[src/rtl/serframe_pkg.sv]
// Shared definitions for the serial frame receiver: state encoding and default geometry.
package serframe_pkg;

  typedef enum logic [1:0] {
    ST_HUNT   = 2'd0,
    ST_VERIFY = 2'd1,
    ST_LOCKED = 2'd2
  } state_t;

  localparam int DEF_WORD_W     = 32;
  localparam int DEF_FRAME_BITS = 256;
  localparam int DEF_FIFO_DEPTH = 4;
  localparam int BIDX_W         = $clog2(DEF_FRAME_BITS);
  localparam int PTR_W          = $clog2(DEF_FIFO_DEPTH);

endpackage

[src/rtl/serframe_fifo.sv]
// Small synchronous FIFO carrying {sof, word}; full/empty from extended pointers.
// Head data reads as zero while empty so the port is quiet after reset.
module serframe_fifo
  import serframe_pkg::*;
#(
  parameter int W     = DEF_WORD_W + 1,
  parameter int DEPTH = DEF_FIFO_DEPTH,
  parameter int PW    = PTR_W
) (
  input  logic         clk,
  input  logic         rstn,
  input  logic         push_i,
  input  logic [W-1:0] data_i,
  input  logic         pop_i,
  output logic [W-1:0] data_o,
  output logic         full_o,
  output logic         empty_o
);

  logic [W-1:0] mem_q [DEPTH];
  logic [PW:0]  wr_q, rd_q;
  logic         do_push, do_pop;

  assign empty_o = (wr_q == rd_q);
  assign full_o  = (wr_q[PW] != rd_q[PW]) && (wr_q[PW-1:0] == rd_q[PW-1:0]);
  assign do_pop  = pop_i && !empty_o;
  // A pop frees the head slot this cycle, so a full FIFO still accepts the push.
  assign do_push = push_i && (!full_o || do_pop);
  assign data_o  = empty_o ? '0 : mem_q[rd_q[PW-1:0]];

  always_ff @(posedge clk) begin
    if (!rstn) begin
      wr_q <= '0;
      rd_q <= '0;
    end else begin
      if (do_push) wr_q <= wr_q + 1'b1;
      if (do_pop)  rd_q <= rd_q + 1'b1;
    end
  end

  always_ff @(posedge clk) begin
    if (do_push) mem_q[wr_q[PW-1:0]] <= data_i;
  end

endmodule

[src/rtl/serframe_rx.sv]
// Serial frame receiver: hunts/verifies sfs alignment, deserializes MSB-first into a FIFO.
// Optional SERFRAME_RX_ERRCNT_EN adds a saturating sync/overflow event counter (err_cnt, err_clr).
module serframe_rx
  import serframe_pkg::*;
#(
  parameter int WORD_W      = DEF_WORD_W,
  parameter int FRAME_BITS  = DEF_FRAME_BITS,
  parameter int FIFO_DEPTH  = DEF_FIFO_DEPTH,
  parameter int LOCK_FRAMES = 2
) (
  input  logic              sclk,
  input  logic              rstn,
  input  logic              svalid,
  input  logic              sdata,
  input  logic              sfs,
  output logic [WORD_W-1:0] word_data,
  output logic              word_sof,
  output logic              word_valid,
  input  logic              word_ready,
  output logic              locked,
  output logic              sync_err,
`ifdef SERFRAME_RX_ERRCNT_EN
  output logic [15:0]       err_cnt,
  input  logic              err_clr,
`endif
  output logic              ovf
);

  localparam int BW     = (FRAME_BITS == DEF_FRAME_BITS) ? BIDX_W : $clog2(FRAME_BITS);
  localparam int PW     = (FIFO_DEPTH == DEF_FIFO_DEPTH) ? PTR_W : $clog2(FIFO_DEPTH);
  localparam int WB     = $clog2(WORD_W);
  localparam int GOOD_W = $clog2(LOCK_FRAMES + 1);

  state_t              state_q, state_d;
  logic [BW-1:0]       bidx_q, bidx_d;
  logic [GOOD_W-1:0]   good_q, good_d;
  logic [WORD_W-2:0]   shift_q, shift_d;
  logic                sync_err_q, sync_err_d;
  logic                ovf_q;
  logic [WORD_W-1:0]   word_full;
  logic                push, pop, fifo_full, fifo_empty, sof_push;
  logic [WORD_W:0]     fifo_dout;

  assign word_full = {shift_q, sdata};
  assign sof_push  = (bidx_q == BW'(WORD_W - 1));

  always_comb begin
    state_d    = state_q;
    bidx_d     = bidx_q;
    good_d     = good_q;
    shift_d    = shift_q;
    sync_err_d = 1'b0;
    push       = 1'b0;
    if (svalid) begin
      case (state_q)
        ST_HUNT: begin
          if (sfs) begin
            state_d = ST_VERIFY;
            bidx_d  = BW'(1);
            good_d  = '0;
          end
        end
        ST_VERIFY: begin
          if (bidx_q == '0) begin
            if (sfs) begin
              bidx_d = BW'(1);
              if (good_q == GOOD_W'(LOCK_FRAMES - 1)) begin
                // The locking sfs bit is already bit 0 of word 0.
                state_d = ST_LOCKED;
                good_d  = '0;
                shift_d = word_full[WORD_W-2:0];
              end else begin
                good_d = good_q + 1'b1;
              end
            end else begin
              state_d = ST_HUNT;
              bidx_d  = '0;
            end
          end else if (sfs) begin
            bidx_d = BW'(1);
            good_d = '0;
          end else begin
            bidx_d = bidx_q + 1'b1;
          end
        end
        ST_LOCKED: begin
          if (sfs != (bidx_q == '0)) begin
            sync_err_d = 1'b1;
            shift_d    = '0;
            good_d     = '0;
            if (sfs) begin
              state_d = ST_VERIFY;
              bidx_d  = BW'(1);
            end else begin
              state_d = ST_HUNT;
              bidx_d  = '0;
            end
          end else begin
            shift_d = word_full[WORD_W-2:0];
            bidx_d  = bidx_q + 1'b1;
            push    = &bidx_q[WB-1:0];
          end
        end
        default: begin
          state_d = ST_HUNT;
          bidx_d  = '0;
        end
      endcase
    end
  end

  always_ff @(posedge sclk) begin
    if (!rstn) begin
      state_q    <= ST_HUNT;
      bidx_q     <= '0;
      good_q     <= '0;
      shift_q    <= '0;
      sync_err_q <= 1'b0;
      ovf_q      <= 1'b0;
    end else begin
      state_q    <= state_d;
      bidx_q     <= bidx_d;
      good_q     <= good_d;
      shift_q    <= shift_d;
      sync_err_q <= sync_err_d;
      ovf_q      <= push && fifo_full && !pop;
    end
  end

  serframe_fifo #(
    .W     (WORD_W + 1),
    .DEPTH (FIFO_DEPTH),
    .PW    (PW)
  ) u_fifo (
    .clk     (sclk),
    .rstn    (rstn),
    .push_i  (push),
    .data_i  ({sof_push, word_full}),
    .pop_i   (pop),
    .data_o  (fifo_dout),
    .full_o  (fifo_full),
    .empty_o (fifo_empty)
  );

  assign pop        = word_valid && word_ready;
  assign word_valid = !fifo_empty;
  assign word_sof   = fifo_dout[WORD_W];
  assign word_data  = fifo_dout[WORD_W-1:0];
  assign locked     = (state_q == ST_LOCKED);
  assign sync_err   = sync_err_q;
  assign ovf        = ovf_q;

`ifdef SERFRAME_RX_ERRCNT_EN
  logic [15:0] err_cnt_q;
  logic [16:0] err_sum;

  // Counts the visible pulses, so a clear held during a pulse cycle drops that event.
  assign err_sum = {1'b0, err_cnt_q} + 17'(sync_err_q) + 17'(ovf_q);

  always_ff @(posedge sclk) begin
    if (!rstn || err_clr) err_cnt_q <= '0;
    else if (err_sum[16]) err_cnt_q <= 16'hFFFF;
    else                  err_cnt_q <= err_sum[15:0];
  end

  assign err_cnt = err_cnt_q;
`endif

endmodule

[config.mk]
export PLATFORM = sky130hd
export DESIGN_NAME = serframe_rx
export DESIGN_NICKNAME = d
export VERILOG_FILES = /design/src/rtl/serframe_pkg.sv /design/src/rtl/serframe_fifo.sv /design/src/rtl/serframe_rx.sv
export SDC_FILE = /design/constraint.sdc
export NUM_CORES = 1
export LEC_CHECK = 0
export ABC_CLOCK_PERIOD_IN_PS = 4520
export CAP_MARGIN = 40
export CORE_UTILIZATION = 40
export CTS_CLUSTER_DIAMETER = 50
export DETAILED_ROUTE_END_ITERATION = 8
export DONT_BUFFER_PORTS = 1
export MAX_ROUTING_LAYER = met4
export SETUP_SLACK_MARGIN = 0.15
export SLEW_MARGIN = 20
export SYNTH_ARGS = -nofsm -noshare
export SYNTH_HDL_FRONTEND = slang
export SYNTH_HIERARCHICAL = 1
export SYNTH_SLANG_ARGS = --single-unit
[constraint.sdc]
create_clock -name sclk -period 4.52 [get_ports sclk]
set_input_delay 0.678 -clock sclk [delete_from_list [all_inputs] [get_ports sclk]]
set_output_delay 0.678 -clock sclk [all_outputs]
set_load 0.01 [all_outputs]
==> impl_metrics.json, run 1 <==
{
  "maxSlewViolCount": 0,
  "syn_inst": 510,
  "final_cell_mix": "edfxtp_1 (132), dfxtp_1 (52), nand2_1 (50)",
  "setup_viol": 0,
  "pwr-share-clk": 0.432,
  "gp_congestion": 0.770,
  "min_to": "u_fifo/mem_q[1][0]",
  "syn_avg_cell_area_um2": 15.1,
  "critical_path_required_ps": 4620,
  "synth_top_cell_by_area": "edfxtp_1",
  "internal-power_mw": 2.59,
  "path_max_fanout": 20,
  "crit_start": "bidx_q[0]",
  "min_from": "sdata",
  "reg2reg_depth": 11,
  "worstHoldPathCells": 0,
  "rrSetupSlack_ps": 1240,
  "synth.area.top_cells": "edfxtp_1 (52%), dfxtp_1 (14%), mux4_2 (9.7%)",
  "cts_buffers": 17,
  "antenna_found_initial": 1,
  "drc": 0,
  "finalHoldViolCount": 0,
  "tns_ps": 0,
  "track_usage": 0.158,
  "max_freq_ghz": 0.305,
  "cap_violations": 0,
  "cts_resized": 0,
  "fillers": 1631,
  "worstMarginPinSlew_ps": 688,
  "final.period_utilization": 0.725,
  "synth_ff_type": "edfxtp_1",
  "firstDrtPassIters": 4,
  "grt_use_met1": 0.187,
  "die_area_mm2": 0.0198,
  "seq_power_share": 0.550,
  "tritoncts": "done",
  "io_pins": 43,
  "async_reset_ff_frac": 0,
  "layout-drive-gt1-share": 0.158,
  "start_util": 0.410,
  "met2_usage": 0.260,
  "clkSinkCount": 185,
  "pwr-share-comb": 0.018,
  "swShare": 0.208,
  "layout.nets": 530,
  "rows": 50,
  "synth_fp_nets": 529,
  "grt_pass1_vias": 4298,
  "synth_top_area_frac": 0.516,
  "p_leak_nw": 2.92,
  "area_growth_pct": 10.7,
  "stdcell_count": 759,
  "dp_hpwl_um": 8490,
  "first_iter_violations": 229,
  "vias": 4078,
  "power_per_cell_area_mw_per_mm2": 384,
  "die_x_um": 141,
  "dp_cells": 725,
  "crit_type": "register to register",
  "end_kind": "register",
  "grt_max_degree": 88,
  "arrival_ps": 3370,
  "overflow": 0,
  "cp-start-kind": "register",
  "htreeDepth": 4,
  "path_clk_slew_ps": 70,
  "yosysWarningCount": 6,
  "synth_seq_cells": 185,
  "portBuffers": 0,
  "reg2reg_to": "u_fifo/mem_q[2][10]",
  "synth_cell_types": 52,
  "fp.dieH_um": 141,
  "wl_um": 14300,
  "finClkSkew_ps": 7.02,
  "grt_first_pass_wirelength_um": 22900,
  "core-area_mm2": 0.0188,
  "busiest_layer": "met2",
  "hold_ws_ps": 345,
  "p_sw_uw": 681,
  "synth_edf_count": 132,
  "wire_per_inst_um": 18.8,
  "viasPerCell": 5.37,
  "regToRegStartpoint": "bidx_q[0]",
  "min_period_ps": 3280,
  "hold_buffers": 0,
  "use_met3": 0.0421,
  "clk_latency_ps": 420,
  "peakVddDrop_mv": 0.249,
  "detail-route-antenna-nets": 0,
  "final_common_cell": "edfxtp_1",
  "status": "completed",
  "cts_buffer_depth": 2,
  "slew-limit-headroom": 0.540,
  "syn_area_mm2": 0.00769,
  "root_buffer": "clkbuf_16",
  "cts_setup_buffers": 0,
  "hold_class": "input pin to register",
  "ys_seq_area_frac": 0.654,
  "rsz0062_at_grt": "false"
}
-- logic make-up (layout without fill, tap and decap cells) --
family | Yosys count | in the layout | synth area share
buffers and inverters | 42 | 56 | 0.0267
AOI/OAI and AO/OA | 26 | 26 | 0.0277
xor gates and xnor gates | 10 | 10 | 0.0114
adders and majority gates | 13 | 13 | 0.0212
DFF | 185 | 185 | 0.654
muxes | 72 | 72 | 0.147
other | 0 | 1 | 0
and+or+nand+nor | 162 | 162 | 0.112
-- worst max-delay path by stage --
stage / end / slack, ps / depth (start not counted)
detailed placement: u_fifo/mem_q[2][11] / 1220 / 11
global route: u_fifo/mem_q[2][10] / 960 / 11
global placement: u_fifo/mem_q[2][11] / 1360 / 11
floorplan: u_fifo/mem_q[3][0] / 810 / 10
CTS: u_fifo/mem_q[2][12] / 1210 / 11
finish: u_fifo/mem_q[2][10] / 1240 / 11
-- cell usage after synthesis, drive strengths merged, types with 6 or more instances --
library cell,n
buf,9
clkbuf,19
dfxtp,53
edfxtp,132
ha,13
inv,14
mux2i,39
mux4,33
nand2,51
nand3,38
nor2,8
nor2b,32
nor3,7
xnor2,6
-- per-stage QoR --
step | area, µm² | total power, mW | utilization | setup WS (ps)
floorplan | 7690 | 1.89 | - | 805
detailed placement | 7920 | 1.89 | 0.422 | 1220
global placement | 7920 | 1.89 | 0.422 | 1360
global route | 8510 | 3.37 | 0.454 | 955
CTS | 8480 | 3.30 | 0.452 | 1210
finish | 8510 | 3.27 | 0.454 | 1240
-- cell type report --
type | count | area [µm²] | share of cell area
antenna | 1 | 2.50 | 0.000294
clock buffer | 17 | 425 | 0.0500
clock inverter | 15 | 140 | 0.0165
inverter | 14 | 52.6 | 0.00617
multi-input combinational | 283 | 2480 | 0.291
sequential | 185 | 5030 | 0.590
tap | 234 | 293 | 0.0344
timing repair buffer | 10 | 95.1 | 0.0112
-- worst max-delay path, stage by stage, from the launching register on --
cell     delay, ps
dfxtp_1        350
inv_1           90
ha_1           150
nor4b_4        350
nand2_2        140
inv_1           90
ha_1           140
nand2_1        110
nor2_1         170
o41a_1         290
and2_1         610
buf_4          430
-- power groups by stage --
| stage | clock network (mW) | registers (mW) | logic (mW) |
|---|---|---|---|
| final | 1.41 | 1.80 | 0.0577 |
| after global routing | 1.51 | 1.80 | 0.0639 |
| after CTS | 1.44 | 1.80 | 0.0575 |
| after detailed placement | 0 | 1.84 | 0.0573 |
| after global placement | 0 | 1.84 | 0.0552 |
| after floorplan | 0 | 1.84 | 0.0563 |
-- layer usage --
layer	routed length (µm)	vias to the layer above
met5	0	-
met4	128	0
met3	686	12
met2	7300	83
met1	6170	2069
li1	-	1914
-- sequential cells by signal, indices dropped and copies added (netlist names), named ones only --
name / count
state_q: 2
ovf: 1
bidx_q: 8
u_fifo/rd_q: 3
sync_err: 1
u_fifo/wr_q: 3
good_q: 2
shift_q: 31
u_fifo/mem_q: 132
Note: power is estimated with default switching activity, not from simulation.
==> run 2, diff against run 1 <==
- ABC_CLOCK_PERIOD_IN_PS: 4520 -> 3400
- clock period: 4.52 -> 3.4 ns (I/O delays scaled with it)
==> impl_metrics.json, run 2 (synthesis results as in run 1) <==
{
  "dpl-instance-area_mm2": 0.00797,
  "p_sw_uw": 899,
  "crit_type": "register to register",
  "rsz0062_at_grt": "false",
  "die_x_um": 141,
  "finClkSkew_ps": 8.65,
  "regArea_mm2": 0.00503,
  "peakVddDrop_mv": 0.362,
  "worstHoldPathCells": 0,
  "viasPerCell": 5.34,
  "drc": 0,
  "first_iter_violations": 171,
  "internal-power_mw": 3.58,
  "path_clk_slew_ps": 70,
  "final_cell_mix": "edfxtp_1 (132), dfxtp_1 (52), nand2_1 (50)",
  "regToRegStartpoint": "bidx_q[0]",
  "seq_power_share": 0.534,
  "min_to": "u_fifo/mem_q[1][0]",
  "gp_congestion": 0.766,
  "multi_input_area_mm2": 0.00248,
  "grt_first_pass_wirelength_um": 23000,
  "slew-limit-headroom": 0.596,
  "io_pins": 43,
  "clk_latency_ps": 430,
  "portBuffers": 0,
  "cts_setup_buffers": 0,
  "firstDrtPassIters": 4,
  "area_growth_pct": 11.4,
  "detail-route-antenna-nets": 0,
  "vias": 4073,
  "die_area_mm2": 0.0198,
  "wl_um": 14300,
  "rows": 50,
  "finalHoldViolCount": 0,
  "reg2reg_depth": 11,
  "grt_max_degree": 88,
  "start_util": 0.410,
  "htreeDepth": 4,
  "setup_viol": 0,
  "cts_resized": 0,
  "tns_ps": 0,
  "root_buffer": "clkbuf_16",
  "hold_ws_ps": 180,
  "status": "completed",
  "maxSlewViolCount": 0,
  "path_max_fanout": 23,
  "pwr-share-comb": 0.017,
  "tritoncts": "done",
  "cts_buffers": 17,
  "final_common_cell": "edfxtp_1",
  "final.period_utilization": 0.826,
  "reg2reg_to": "u_fifo/mem_q[1][0]",
  "core-area_mm2": 0.0188,
  "finalInstanceArea_mm2": 0.00857,
  "swShare": 0.201,
  "fillers": 1607,
  "layout.nets": 534,
  "antenna_found_initial": 1,
  "arrival_ps": 2900,
  "p_leak_nw": 2.94,
  "final_util": 0.456,
  "clkSinkCount": 185,
  "end_kind": "register",
  "min_period_ps": 2810,
  "hold_buffers": 0,
  "cp-start-kind": "register",
  "wire_per_inst_um": 18.7,
  "cts_buffer_depth": 2,
  "max_freq_ghz": 0.356,
  "worstMarginPinSlew_ps": 607,
  "dp_hpwl_um": 8440,
  "layout-drive-gt1-share": 0.163,
  "hold_class": "input pin to register",
  "power_per_cell_area_mw_per_mm2": 523,
  "rrSetupSlack_ps": 590,
  "largest_register_ffs": 132,
  "fp.dieH_um": 141,
  "min_from": "sdata",
  "cap_violations": 0,
  "pwr-share-clk": 0.449,
  "overflow": 0,
  "critical_path_required_ps": 3490,
  "grt_pass1_vias": 4271,
  "track_usage": 0.159
}
==> run 2: changes by cell type in the layout (fill, tap and decap cells not counted), sizes merged <==
cell	change
buf	+4
inv	-3
bufinv	+2
clkbuf	+1
clkinv	+1
clkinvlp	-1
==> run 2: metal layers <==
layer | global-route usage | up-vias | wire length (µm)
met2 | 0.267 | 62 | 7210
met3 | 0.0360 | 18 | 435
met4 | 0.0658 | 0 | 216
li1 | - | 1915 | -
met5 | - | - | 0
met1 | 0.186 | 2078 | 6410
==> run 2: through the flow <==
step | total power, mW | cells | setup WS, ps
2_1_floorplan | 2.51 | 510 | 448
3_3_place_gp | 2.51 | 730 | 700
3_5_place_dp | 2.52 | 730 | 619
4_1_cts | 4.52 | 762 | 569
5_1_grt | 4.61 | 763 | 353
6_report | 4.48 | 763 | 593
==> run 2: area by class of cell <==
| type | instances | area share |
|---|---|---|
| Antenna cell | 1 | 0.000292 |
| Clock buffer | 18 | 0.0501 |
| Clock inverter | 14 | 0.0197 |
| Inverter | 14 | 0.00613 |
| Multi-Input combinational cell | 283 | 0.289 |
| Sequential cell | 185 | 0.587 |
| Tap cell | 234 | 0.0342 |
| Timing Repair Buffer | 14 | 0.0137 |
==> run 2: how the worst max path moves through the flow <==
stage	from	end	slack, ps	depth (start not counted)
after global placement	bidx_q[0]	u_fifo/mem_q[1][24]	700	11
after detailed placement	bidx_q[0]	u_fifo/mem_q[1][24]	620	11
after CTS	bidx_q[0]	u_fifo/mem_q[1][0]	570	11
after global routing	bidx_q[0]	u_fifo/mem_q[1][21]	350	11
final	bidx_q[0]	u_fifo/mem_q[1][0]	590	11
after floorplan	bidx_q[0]	u_fifo/mem_q[3][0]	450	10
==> run 2: critical path, stage by stage, from the launching register on <==
cell     delay (ps)
dfxtp_1         410
inv_1            90
ha_1            210
nor4b_4         150
nand2_2         110
inv_1            50
ha_1            290
nand2_1         110
nor2_1          190
o41a_1          310
and2_1          190
buf_4           340
==> run 2: power by group through the flow <==
| stage | sequential, mW | clock (mW) | combinational, mW |
|---|---|---|---|
| 2_1_floorplan | 2.44 | 0 | 0.0748 |
| 4_1_cts | 2.39 | 2.05 | 0.0770 |
| 3_3_place_gp | 2.44 | 0 | 0.0730 |
| 3_5_place_dp | 2.44 | 0 | 0.0764 |
| 5_1_grt | 2.39 | 2.13 | 0.0837 |
| 6_report | 2.39 | 2.01 | 0.0766 |
==> run 3, diff against run 2 <==
- ABC_CLOCK_PERIOD_IN_PS: 3400 -> 2930
- clock period: 3.4 -> 2.93 ns (I/O delays scaled with it)
==> impl_metrics.json, run 3 (synthesis results as in run 1) <==
{
  "hold_ws_ps": 101,
  "max_freq_ghz": 0.386,
  "swShare": 0.219,
  "wl_met2_um": 7160,
  "internal-power_mw": 3.93,
  "antenna_cells": 0,
  "start_util": 0.410,
  "pwr-share-comb": 0.018,
  "maxUsedRoutingLayer": "met4",
  "io_pins": 43,
  "portBuffers": 0,
  "pwr-share-clk": 0.430,
  "cts_buffers": 17,
  "slew-limit-headroom": 0.641,
  "arrival_ps": 2710,
  "worstHoldPathCells": 0,
  "fp.dieH_um": 141,
  "wire_per_inst_um": 18.6,
  "vias": 4116,
  "drc": 0,
  "path_clk_slew_ps": 70,
  "clk_latency_ps": 430,
  "rows": 50,
  "rsz0062_at_grt": "false",
  "min_period_ps": 2590,
  "hold_class": "input pin to register",
  "power_per_cell_area_mw_per_mm2": 585,
  "cp-start-kind": "register",
  "firstDrtPassIters": 4,
  "tns_ps": 0,
  "critical_path_required_ps": 3050,
  "peakVddDrop_mv": 0.477,
  "die_x_um": 141,
  "dp_cells": 729,
  "p_leak_nw": 2.93,
  "finalPower_mw": 5.02,
  "worstMarginPinSlew_ps": 539,
  "setup_viol": 0,
  "root_buffer": "clkbuf_16",
  "wl_um": 14200,
  "overflow": 0,
  "layout.nets": 535,
  "grt_first_pass_wirelength_um": 22800,
  "reg2reg_depth": 11,
  "cts_buffer_depth": 2,
  "finClkSkew_ps": 8.44,
  "worst_slack_ps": 340,
  "layout-drive-gt1-share": 0.174,
  "viasPerCell": 5.39,
  "maxSlewViolCount": 0,
  "final_cell_mix": "edfxtp_1 (132), dfxtp_1 (51), nand2_1 (50)",
  "clkSinkCount": 185,
  "crit_type": "register to register",
  "path_max_fanout": 33,
  "dp_hpwl_um": 8610,
  "wl_met1_um": 6180,
  "met3_length_um": 610,
  "stdcell_count": 763,
  "grt_max_degree": 88,
  "cap_violations": 0,
  "grt_pass1_vias": 4240,
  "p_sw_mw": 1.10,
  "core-area_mm2": 0.0188,
  "area_growth_pct": 11.8,
  "track_usage": 0.159,
  "seq_power_share": 0.552,
  "tritoncts": "done",
  "final_common_cell": "edfxtp_1",
  "htreeDepth": 4,
  "finalHoldViolCount": 0,
  "antenna_found_initial": 0,
  "final.period_utilization": 0.884,
  "gp_congestion": 0.805,
  "first_iter_violations": 193,
  "die_area_mm2": 0.0198,
  "status": "completed",
  "end_kind": "register",
  "largest_register_ffs": 132,
  "hold_buffers": 0,
  "detail-route-antenna-nets": 0,
  "preCtsSetupSlack_ps": 251
}
==> run 3: changes by cell type in the layout (fill, tap and decap cells not counted), moves of 3 or more <==
cell and delta:
buf_12 +3, inv_8 +4, inv_6 -4, buf_4 -4, clkinv_2 -3, and2_2 +3, and2_1 -3, clkinv_4 +5
bufinv_16 -3
==> run 3: power by group through the flow <==
stage | combinational [mW] | sequential [mW] | clock (mW)
after detailed placement | 0.0888 | 2.83 | 0
after CTS | 0.0890 | 2.77 | 2.21
after floorplan | 0.0868 | 2.83 | 0
after global routing | 0.0997 | 2.77 | 2.32
after global placement | 0.0853 | 2.83 | 0
final | 0.0896 | 2.77 | 2.16
==> run 3: cell type report <==
| class | instances | area (µm²) |
|---|---|---|
| inverters | 14 | 52.6 |
| flip-flops and latches | 185 | 5030 |
| repair buffers | 15 | 174 |
| well taps | 234 | 293 |
| fillers | 1638 | 10200 |
| clock inverters | 15 | 141 |
| clock buffers | 17 | 425 |
| multi-input cells | 283 | 2480 |
==> run 3: per-stage QoR <==
stage / area (µm²) / utilization
floorplan: 7710 / -
global placement: 8000 / 0.426
detailed placement: 8000 / 0.426
CTS: 8570 / 0.456
global route: 8590 / 0.458
finish: 8590 / 0.458
==> run 3: final timing paths <==
path	slack (ps)	end	from
max	340	u_fifo/mem_q[0][14]	bidx_q[1]
min	100	u_fifo/mem_q[0][0]	sdata
max reg2reg	340	u_fifo/mem_q[0][14]	bidx_q[1]
min reg2reg	450	good_q[1]	good_q[1]
==> run 3: what timing repair did <==
action,4_1_cts,5_1_grt
buffers inserted,0,2
endpoints found under the setup margin,0,99
resized for setup,0,4
==> run 3: critical path, stage by stage (launching register included) <==
cell and delay, ps:
dfxtp_1 400, inv_1 60, ha_1 180, nor4b_4 150
nand2_2 120, inv_1 50, ha_1 290, nand2_1 110
nor2_1 180, o41a_1 280, and2_2 200, buf_12 240
==> run 3: per-layer routing <==
| metal | vias to the layer above | GRT usage |
|---|---|---|
| li1 | 1925 | - |
| met1 | 2083 | 0.184 |
| met2 | 86 | 0.264 |
| met3 | 22 | 0.0401 |
| met4 | 0 | 0.0698 |
| met5 | - | - |
